===== config.mk =====
export PLATFORM = sky130hd
export DESIGN_NAME = grid_cursor_ctrl
export DESIGN_NICKNAME = d
export VERILOG_FILES = /design/src/rtl/grid_cursor_ctrl.sv
export SDC_FILE = /design/constraint.sdc
export NUM_CORES = 1
export LEC_CHECK = 0
export CORE_UTILIZATION = 48
export DETAILED_ROUTE_END_ITERATION = 16
export PLACE_DENSITY = 0.73
export SYNTH_ARGS = -nofsm -noshare
export SYNTH_HDL_FRONTEND = slang
export SYNTH_SLANG_ARGS = --single-unit

===== constraint.sdc =====
create_clock -name vga_clk -period 3.7 [get_ports vga_clk]
set_clock_uncertainty 0.15 [all_clocks]
set_input_delay 0.74 -clock vga_clk [delete_from_list [all_inputs] [get_ports vga_clk]]
set_output_delay 0.74 -clock vga_clk [all_outputs]
set_load 0.05 [all_outputs]

===== src/rtl/grid_cursor_ctrl.sv =====
// Cursor/piece position controller: synchronised key presses applied once per frame with clamping and gravity.
// Optional held-key auto-repeat for left/right/down is enabled by defining KEY_REPEAT_EN.
module grid_cursor_ctrl #(
  parameter int GRID_W         = 8,
  parameter int GRID_H         = 18,
  parameter int COORD_W        = 8,
  parameter int SPAWN_X        = 3,
  parameter int GRAVITY_FRAMES = 30,
  parameter int REPEAT_DELAY   = 12,
  parameter int REPEAT_RATE    = 4
) (
  input  logic               vga_clk,
  input  logic               rst_n,
  input  logic [3:0]         op_keys,
  input  logic               draw_finish,
  input  logic [COORD_W-1:0] x_coord,
  input  logic [COORD_W-1:0] y_coord,
  output logic               coord_value,
  output logic [COORD_W-1:0] cur_x,
  output logic [COORD_W-1:0] cur_y,
  output logic               landed
);

  localparam logic [COORD_W-1:0] X_MAX   = COORD_W'(GRID_W - 1);
  localparam logic [COORD_W-1:0] Y_MAX   = COORD_W'(GRID_H - 1);
  localparam logic [COORD_W-1:0] X_SPAWN = COORD_W'(SPAWN_X);
  localparam int FCNT_W  = (GRAVITY_FRAMES > 1) ? $clog2(GRAVITY_FRAMES) : 1;
  localparam int GF_LAST = (GRAVITY_FRAMES > 0) ? GRAVITY_FRAMES - 1 : 0;

  localparam int K_UP    = 0;
  localparam int K_DOWN  = 1;
  localparam int K_LEFT  = 2;
  localparam int K_RIGHT = 3;

  logic [3:0]        key_s1, key_s2, key_prev;
  logic              df_s1, df_s2, df_prev;
  logic [3:0]        key_rise;
  logic              frame_tick;
  logic [3:0]        pend;
  logic [3:0]        rep_set;
  logic [FCNT_W-1:0] fcnt;
  logic              grav_due;
  logic              land;
  logic              want_up, want_dn;
  logic [COORD_W-1:0] nx, ny;

  assign key_rise   = key_s2 & ~key_prev;
  assign frame_tick = df_s2 & ~df_prev;
  assign grav_due   = (GRAVITY_FRAMES > 0) && (fcnt == FCNT_W'(GF_LAST));

  always_ff @(posedge vga_clk or negedge rst_n) begin
    if (!rst_n) begin
      key_s1   <= '0;
      key_s2   <= '0;
      key_prev <= '0;
      df_s1    <= 1'b0;
      df_s2    <= 1'b0;
      df_prev  <= 1'b0;
    end else begin
      key_s1   <= op_keys;
      key_s2   <= key_s1;
      key_prev <= key_s2;
      df_s1    <= draw_finish;
      df_s2    <= df_s1;
      df_prev  <= df_s2;
    end
  end

`ifdef KEY_REPEAT_EN
  localparam int RPT_W = $clog2(REPEAT_DELAY + REPEAT_RATE + 1);

  logic [RPT_W-1:0] hold_cnt [1:3];
  logic [RPT_W-1:0] hold_nxt [1:3];

  // Counter stops at DELAY+RATE and folds back to DELAY so it never overflows.
  always_comb begin
    rep_set = '0;
    for (int k = 1; k <= 3; k++) begin
      hold_nxt[k] = hold_cnt[k] + 1'b1;
      if (hold_nxt[k] == RPT_W'(REPEAT_DELAY)) begin
        rep_set[k] = key_s2[k];
      end else if (hold_nxt[k] == RPT_W'(REPEAT_DELAY + REPEAT_RATE)) begin
        rep_set[k]  = key_s2[k];
        hold_nxt[k] = RPT_W'(REPEAT_DELAY);
      end
    end
  end

  always_ff @(posedge vga_clk or negedge rst_n) begin
    if (!rst_n) begin
      for (int k = 1; k <= 3; k++) hold_cnt[k] <= '0;
    end else begin
      for (int k = 1; k <= 3; k++) begin
        if (!key_s2[k]) begin
          hold_cnt[k] <= '0;
        end else if (frame_tick) begin
          hold_cnt[k] <= hold_nxt[k];
        end
      end
    end
  end
`else
  assign rep_set = '0;
`endif

  always_comb begin
    want_up = pend[K_UP];
    want_dn = pend[K_DOWN] | grav_due;
    land    = grav_due && (cur_y == Y_MAX) && !pend[K_UP];
    nx      = cur_x;
    ny      = cur_y;
    if (land) begin
      nx = X_SPAWN;
      ny = '0;
    end else begin
      if (pend[K_LEFT] && !pend[K_RIGHT] && cur_x != '0) begin
        nx = cur_x - 1'b1;
      end else if (pend[K_RIGHT] && !pend[K_LEFT] && cur_x != X_MAX) begin
        nx = cur_x + 1'b1;
      end
      if (want_up && !want_dn && cur_y != '0) begin
        ny = cur_y - 1'b1;
      end else if (want_dn && !want_up && cur_y != Y_MAX) begin
        ny = cur_y + 1'b1;
      end
    end
  end

  // A press detected on the tick cycle survives the clear and lands on the next frame.
  always_ff @(posedge vga_clk or negedge rst_n) begin
    if (!rst_n) begin
      pend        <= '0;
      fcnt        <= '0;
      cur_x       <= X_SPAWN;
      cur_y       <= '0;
      landed      <= 1'b0;
      coord_value <= 1'b0;
    end else begin
      coord_value <= (x_coord == cur_x) && (y_coord == cur_y);
      if (frame_tick) begin
        cur_x  <= nx;
        cur_y  <= ny;
        landed <= land;
        pend   <= key_rise | rep_set;
        if (GRAVITY_FRAMES > 0) begin
          fcnt <= grav_due ? '0 : fcnt + 1'b1;
        end
      end else begin
        landed <= 1'b0;
        pend   <= pend | key_rise;
      end
    end
  end

endmodule


; Yosys cells after proc, flatten, opt, wreduce, memory -nomap -nowiden
; Cells that the tools add are included.
[classes]
n_addsub = 5
reduce_logical = 21
n_eq_ne = 6
bitwise_logic = 6
mux = 9
[op_table]
columns = op, n
row1 = $mux W8, 6
row2 = $add A8 B1 Y8 const B, 2
row3 = $eq A8 B8 Y1, 2
row4 = $reduce_bool A8 Y1, 2
row5 = $sub A8 B1 Y8 const B, 2
row6 = $logic_and A1 B1 Y1, 11
row7 = $eq A8 B5 Y1 const B, 1
row8 = $ne A8 B3 Y1 const B, 1
row9 = $ne A8 B5 Y1 const B, 1
row10 = $reduce_bool A3 Y1, 2
row11 = $add A5 B1 Y5 const B, 1
row12 = $eq A5 B5 Y1 const B, 1
row13 = $mux W5, 1
row14 = $and A4 B4 Y4, 1
row15 = $logic_not A1 Y1, 4
row16 = $mux W4, 1
row17 = $not A4 Y4, 1
row18 = $or A4 B4 Y4, 1
row19 = $reduce_and A2 Y1, 2
row20 = $and A1 B1 Y1, 1
row21 = $mux W1, 1
row22 = $not A1 Y1, 1
row23 = $or A1 B1 Y1, 1
[totals]
in_bits = 23
wordCells = 59
out_inout_bits = 18
ff_bits = 42

; Depth between registers and ports, before layout
[depth]
ltp_word = 7
ltp_mapped = 11

; Least setup slack after synthesis
; OpenSTA, ideal clock, no wires.
[synth_path]
path_type = register to register
start = register cur_y[1]
end = register cur_y[7]
arrival_ns = 3.426
n_path_buf = 0
setup_ns = 0.148
t_required_ns = 3.402
setup_slack_ns = -0.024
stages_incl_launch_ff = 11
path_cell_list = dfrtp_1 > or4_4 > nor2_1 > nor4b_1 > ha_1 > or4_1 > o21ai_0 > a21oi_1 > mux2i_1 > o21ai_0 > o41ai_1
[synth_via]
elab_chain_cells = 5
elab_cells_between_ends = 14
cone_classes = add/sub (2) / eq/ne (2) / mux (3) / reduce/logical (7)
[synth_lines]
columns = element, line_no
row1 = start: declaration, 20  ; output logic [COORD_W-1:0] cur_y,
row2 = start signal: assignment, 142  ; cur_y <= ny;
row3 = "parallel branches: the longest is 5 deep, another holds $add A8 B1 Y8", -
; Parallel ways; which one is timed is not known. The select of a mux whose other input is x is not followed.
; A chain may end at the register's enable or synchronous reset.

; Final worst setup path
[layout_path]
start = register fcnt[0]
end = register cur_y[7]
[layout_via]
elab_chain_cells = 7
elab_cells_between_ends = 13
cone_classes = eq/ne (1) / mux (2) / bitwise (1) / reduce/logical (9)
[layout_lines]
columns = element, line_no
row1 = start: declaration, 41  ; logic [FCNT_W-1:0] fcnt;
row2 = start signal: assignment, 146  ; fcnt <= grav_due ? '0 : fcnt + 1'b1;
row3 = $eq A5 B5 Y1 (*), 49  ; assign grav_due = (GRAVITY_FRAMES > 0) && (fcnt == FCNT_W'(GF_LAST));
row4 = $or A1 B1 Y1, 108  ; want_dn = pend[K_DOWN] | grav_due;
row5 = $logic_not A1 Y1, 121  ; if (want_up && !want_dn && cur_y != '0) begin
row6 = $logic_and A1 B1 Y1 (2 in a row), 121
row7 = $reduce_bool A3 Y1 (no source line) or $mux W8 (tied branches), -
row8 = $reduce_and A2 Y1 (no source line) or $mux W8 (tied branches), -
; Mark *: on every way between the ends. The rest lies on a longest branch, timed or not.

==> metrics.md <==
| Metric | Value |
|---|---|
| Status | `finished clean` |
| Pwr Density | `788 nW/µm²` |
| Synthesis Warnings | `0` |
| Starting Density | `50.0%` |
| Yosys reg bits | `42` |
| Starting DRT DRC Count | `between 100 and 150` |
| Worst-path cell chain | `ha_1, and4_1, nor4b_2, ha_1, or4_1, o21ai_0, a21oi_1, mux2i_1, o21ai_0, o41ai_1` |
| Routability cong. | `~0.83` |
| # hold bufs at CTS | `0` |
| Antenna violations before repair | `0` |
| Final #Nets | `~310` |
| Cts repair resizes | `0` |
| P_int | `1.23 mW` |
| Max VDD drop | `about 370 µV` |
| Synth-to-layout area growth | `23.8%` |
| Detailed-route DRC error count | `0` |
| WL/cell | `between 10 and 15 µm` |
| DIE HEIGHT | `slightly above 70 µm` |
| Relative max-transition margin | `38.7%` |
| Avg Inst Size Synth | `approximately 11 µm²` |
| Share of layout cells above drive strength 1 | `~10%` |
| WS Path Type | `flop to flop` |
| Root Buffer | `clkbuf_8` |
| Seq/Total Area, Yosys | `between 40% and 50%` |
| Reg clk slew, reported paths | `90 ps` |
| Slowest cell on crit path | `nor4b_2` |
| FFs w/ async S/R, synth | `between 90% and 100%` |
| Post-synth EDFFs | `0` |
| First-pass GRT wire length | `about 8400 µm` |
| Grt total ovfl | `0` |
| Final setup fails | `0` |
| Via/cell ratio | `about 5.4` |
| Via Count | `between 1500 and 2000` |
| Post-Layout Inst Area | `about 2900 µm²` |
| # IOs | `between 40 and 50` |
| DRT Pass-1 Iters | `4` |
| Sw frac | `a little under half` |
| Post-CTS Setup Bufs | `0` |
| Num rows | `25` |
| WP data arrival | `roughly 3400 ps` |
| Setup TNS | `0 ps` |
| Clk_lat worst skew | `about 300 ps` |
| Max Slew Vio Count | `0` |
| Synthesized cell area | `between 2000 and 2500 µm²` |
| Die footprint | `around 5200 µm²` |
| Post-Syn Instances | `about 220` |
| DRT antenna net count | `0` |
| CP bufs+invs | `0` |
| Fillers | `410` |
| CTS Buf Count | `5` |
| Main synth FF type | `dfrtp_1` |
| Maximum clock path buffer count | `2` |
| Combinational share of power | `between 50 and 60%` |
| Routed WL | `4860 µm` |
| Hold WC Path Type | `flop to flop` |
| Reg area | `between 1000 and 1500 µm²` |
| Psw | `roughly 1.1 mW` |
| Fin crit period | `around 3300 ps` |
| Crit Path Max Fanout | `9` |
| N_diodes | `0` |
| RSZ-0062 raised after global routing | `no` |
| Clock share of power | `~14%` |
| Syn nets | `between 200 and 300` |
| Multi-input logic area | `1250 µm²` |
| Crit end category | `flop` |
| Clock sinks | `42` |
| Tcrit/Tclk final | `about nine tenths` |
| Vias in the first global route | `roughly 1800` |
| Crit-path leading delay family | `simple AND/OR/NAND/NOR gates` |
| Sequential power share | `between 30 and 40%` |
| Distinct cell type count after synthesis | `50` |
| Largest net degree at the start of global routing | `43` |
| DP Wirelength | `about 3600 µm` |
| Port bufs | `40` |
| Crit path launch type | `flop` |
| Final Hold Fails | `0` |
| Die width | `72.2 µm` |
| Post-DP Area | `2830 µm²` |
| Global Route Usage Sum | `20.8%` |
| Leak | `between 1 and 1.5 nW` |
| Slew @ Worst Pin | `around 920 ps` |
| TritonCTS clock tree | `built` |
| Worst stage delay on the critical path | `770 ps` |
| Fmax | `300 MHz` |
| Critical path required time | `~3700 ps` |
| Core ar. | `4720 µm²` |
| CTS H-Tree Depth | `2` |
| Max-cap viol count | `0` |
per-layer routing:
layer  GRT usage, %  part of all wire, %  vias up
met3           2.92                  2.5        4
met1           28.4                   48      866
met2           34.4                   48       33
li1               -                    -      906
met5              0                    0        -
met4           6.32                 0.70        0
power by group through the flow:
stage / Combinational (mW) / Sequential, mW / Clock, mW
after CTS: 1.22 / 0.774 / 0.329
after detailed placement: 1.21 / 0.783 / 0
after global routing: 1.32 / 0.797 / 0.343
after global placement: 1.20 / 0.780 / 0
after floorplan: 0.613 / 1.02 / 0
final: 1.21 / 0.772 / 0.319
layout make-up:
cell class / instances / area share, %
repair buffers: 40 / 13.5
clock inverters: 3 / 0.941
multi-input cells: 168 / 42.9
flip-flops and latches: 42 / 36.0
inverters: 11 / 1.41
clock buffers: 5 / 2.35
well taps: 67 / 2.87
path summary, 6_finish.rpt:
| check | start | endpoint | slack (ps) | cells after the start |
|---|---|---|---|---|
| worst max-delay path | fcnt[0]$_DFFE_PN0P_ | cur_y[7]$_DFFE_PN0P_ | 370 | 10 |
| worst min-delay path | key_s1[2]$_DFF_PN0_ | key_s2[2]$_DFF_PN0_ | 200 | 0 |
| worst max register to register | fcnt[0]$_DFFE_PN0P_ | cur_y[7]$_DFFE_PN0P_ | 370 | 10 |
| worst min register to register | key_s1[2]$_DFF_PN0_ | key_s2[2]$_DFF_PN0_ | 200 | 0 |
| max in group asynchronous | rst_n | cur_x[4]$_DFFE_PN0P_ | 2400 | 1 |
| min in group asynchronous | rst_n | cur_y[1]$_DFFE_PN0P_ | 420 | 1 |
synthesized netlist by cell type (2+ instances only):
cell,count,share of area [%]
dfstp_2,2,2.2
a32o_1,2,0.85
o41ai_1,2,0.74
fa_1,2,1.7
nor2_2,2,0.53
a21boi_0,2,0.64
nor4b_1,2,0.74
ha_1,14,7.4
nand3_1,6,1.3
o31ai_1,5,1.6
a21o_1,2,0.64
mux2i_1,3,1.3
inv_1,11,1.7
o21bai_1,2,0.64
o21a_1,3,0.95
o21ai_0,19,4.0
or4_1,2,0.64
xnor2_1,23,8.5
xor2_1,2,0.74
a31oi_1,2,0.53
a21oi_1,10,2.1
or4_4,3,1.4
nor2b_1,4,1.1
nor2_1,9,1.4
nand4_1,6,1.6
dfrtp_1,40,42
nand2_1,20,3.2
nor3_1,2,0.42
flip-flops by register name, summed over array words and instances, names as in the netlist:
register     flops
df_s2            1
coord_value      1
fcnt             5
landed           1
key_s1           4
key_prev         4
key_s2           4
df_prev          1
cur_x            8
cur_y            8
df_s1            1
pend             4
metrics by stage:
step | cells | util (%) | setup slack, ps | total power [mW] | hold WS [ps]
finish | 336 | 61.9 | 368 | 2.30 | 205
global route | 336 | 61.9 | 144 | 2.46 | 212
CTS | 336 | 61.9 | 374 | 2.32 | 206
detailed placement | 328 | 59.9 | 400 | 2.00 | 185
global placement | 328 | 59.9 | 522 | 1.97 | 183
floorplan | 224 | - | 443 | 1.63 | 181
placed cells by master (no fill, tap or decap), drive strengths merged, types with 4 or more instances in the layout:
cell type and n:
nor2b 4, nor2 11, xnor2 23, nand3 6, a21oi 10, o31ai 6
clkbuf 5, nand4 6, or4 5, nand2 21, ha 14, o21ai 21
dfrtp 40, clkdlybuf4s50 39, inv 13
cells by family after synthesis:
kind of cell             synth area share, %
adder cells (fa/ha/maj)                 9.11
multiplexers                            1.27
XOR/XNOR                                9.26
AO/OA/AOI/OAI                           17.4
flip-flops                              44.6
AND/OR/NAND/NOR                         15.8
buffers and inverters                   2.59
No activity file was read; power rests on OpenSTA's default activity.
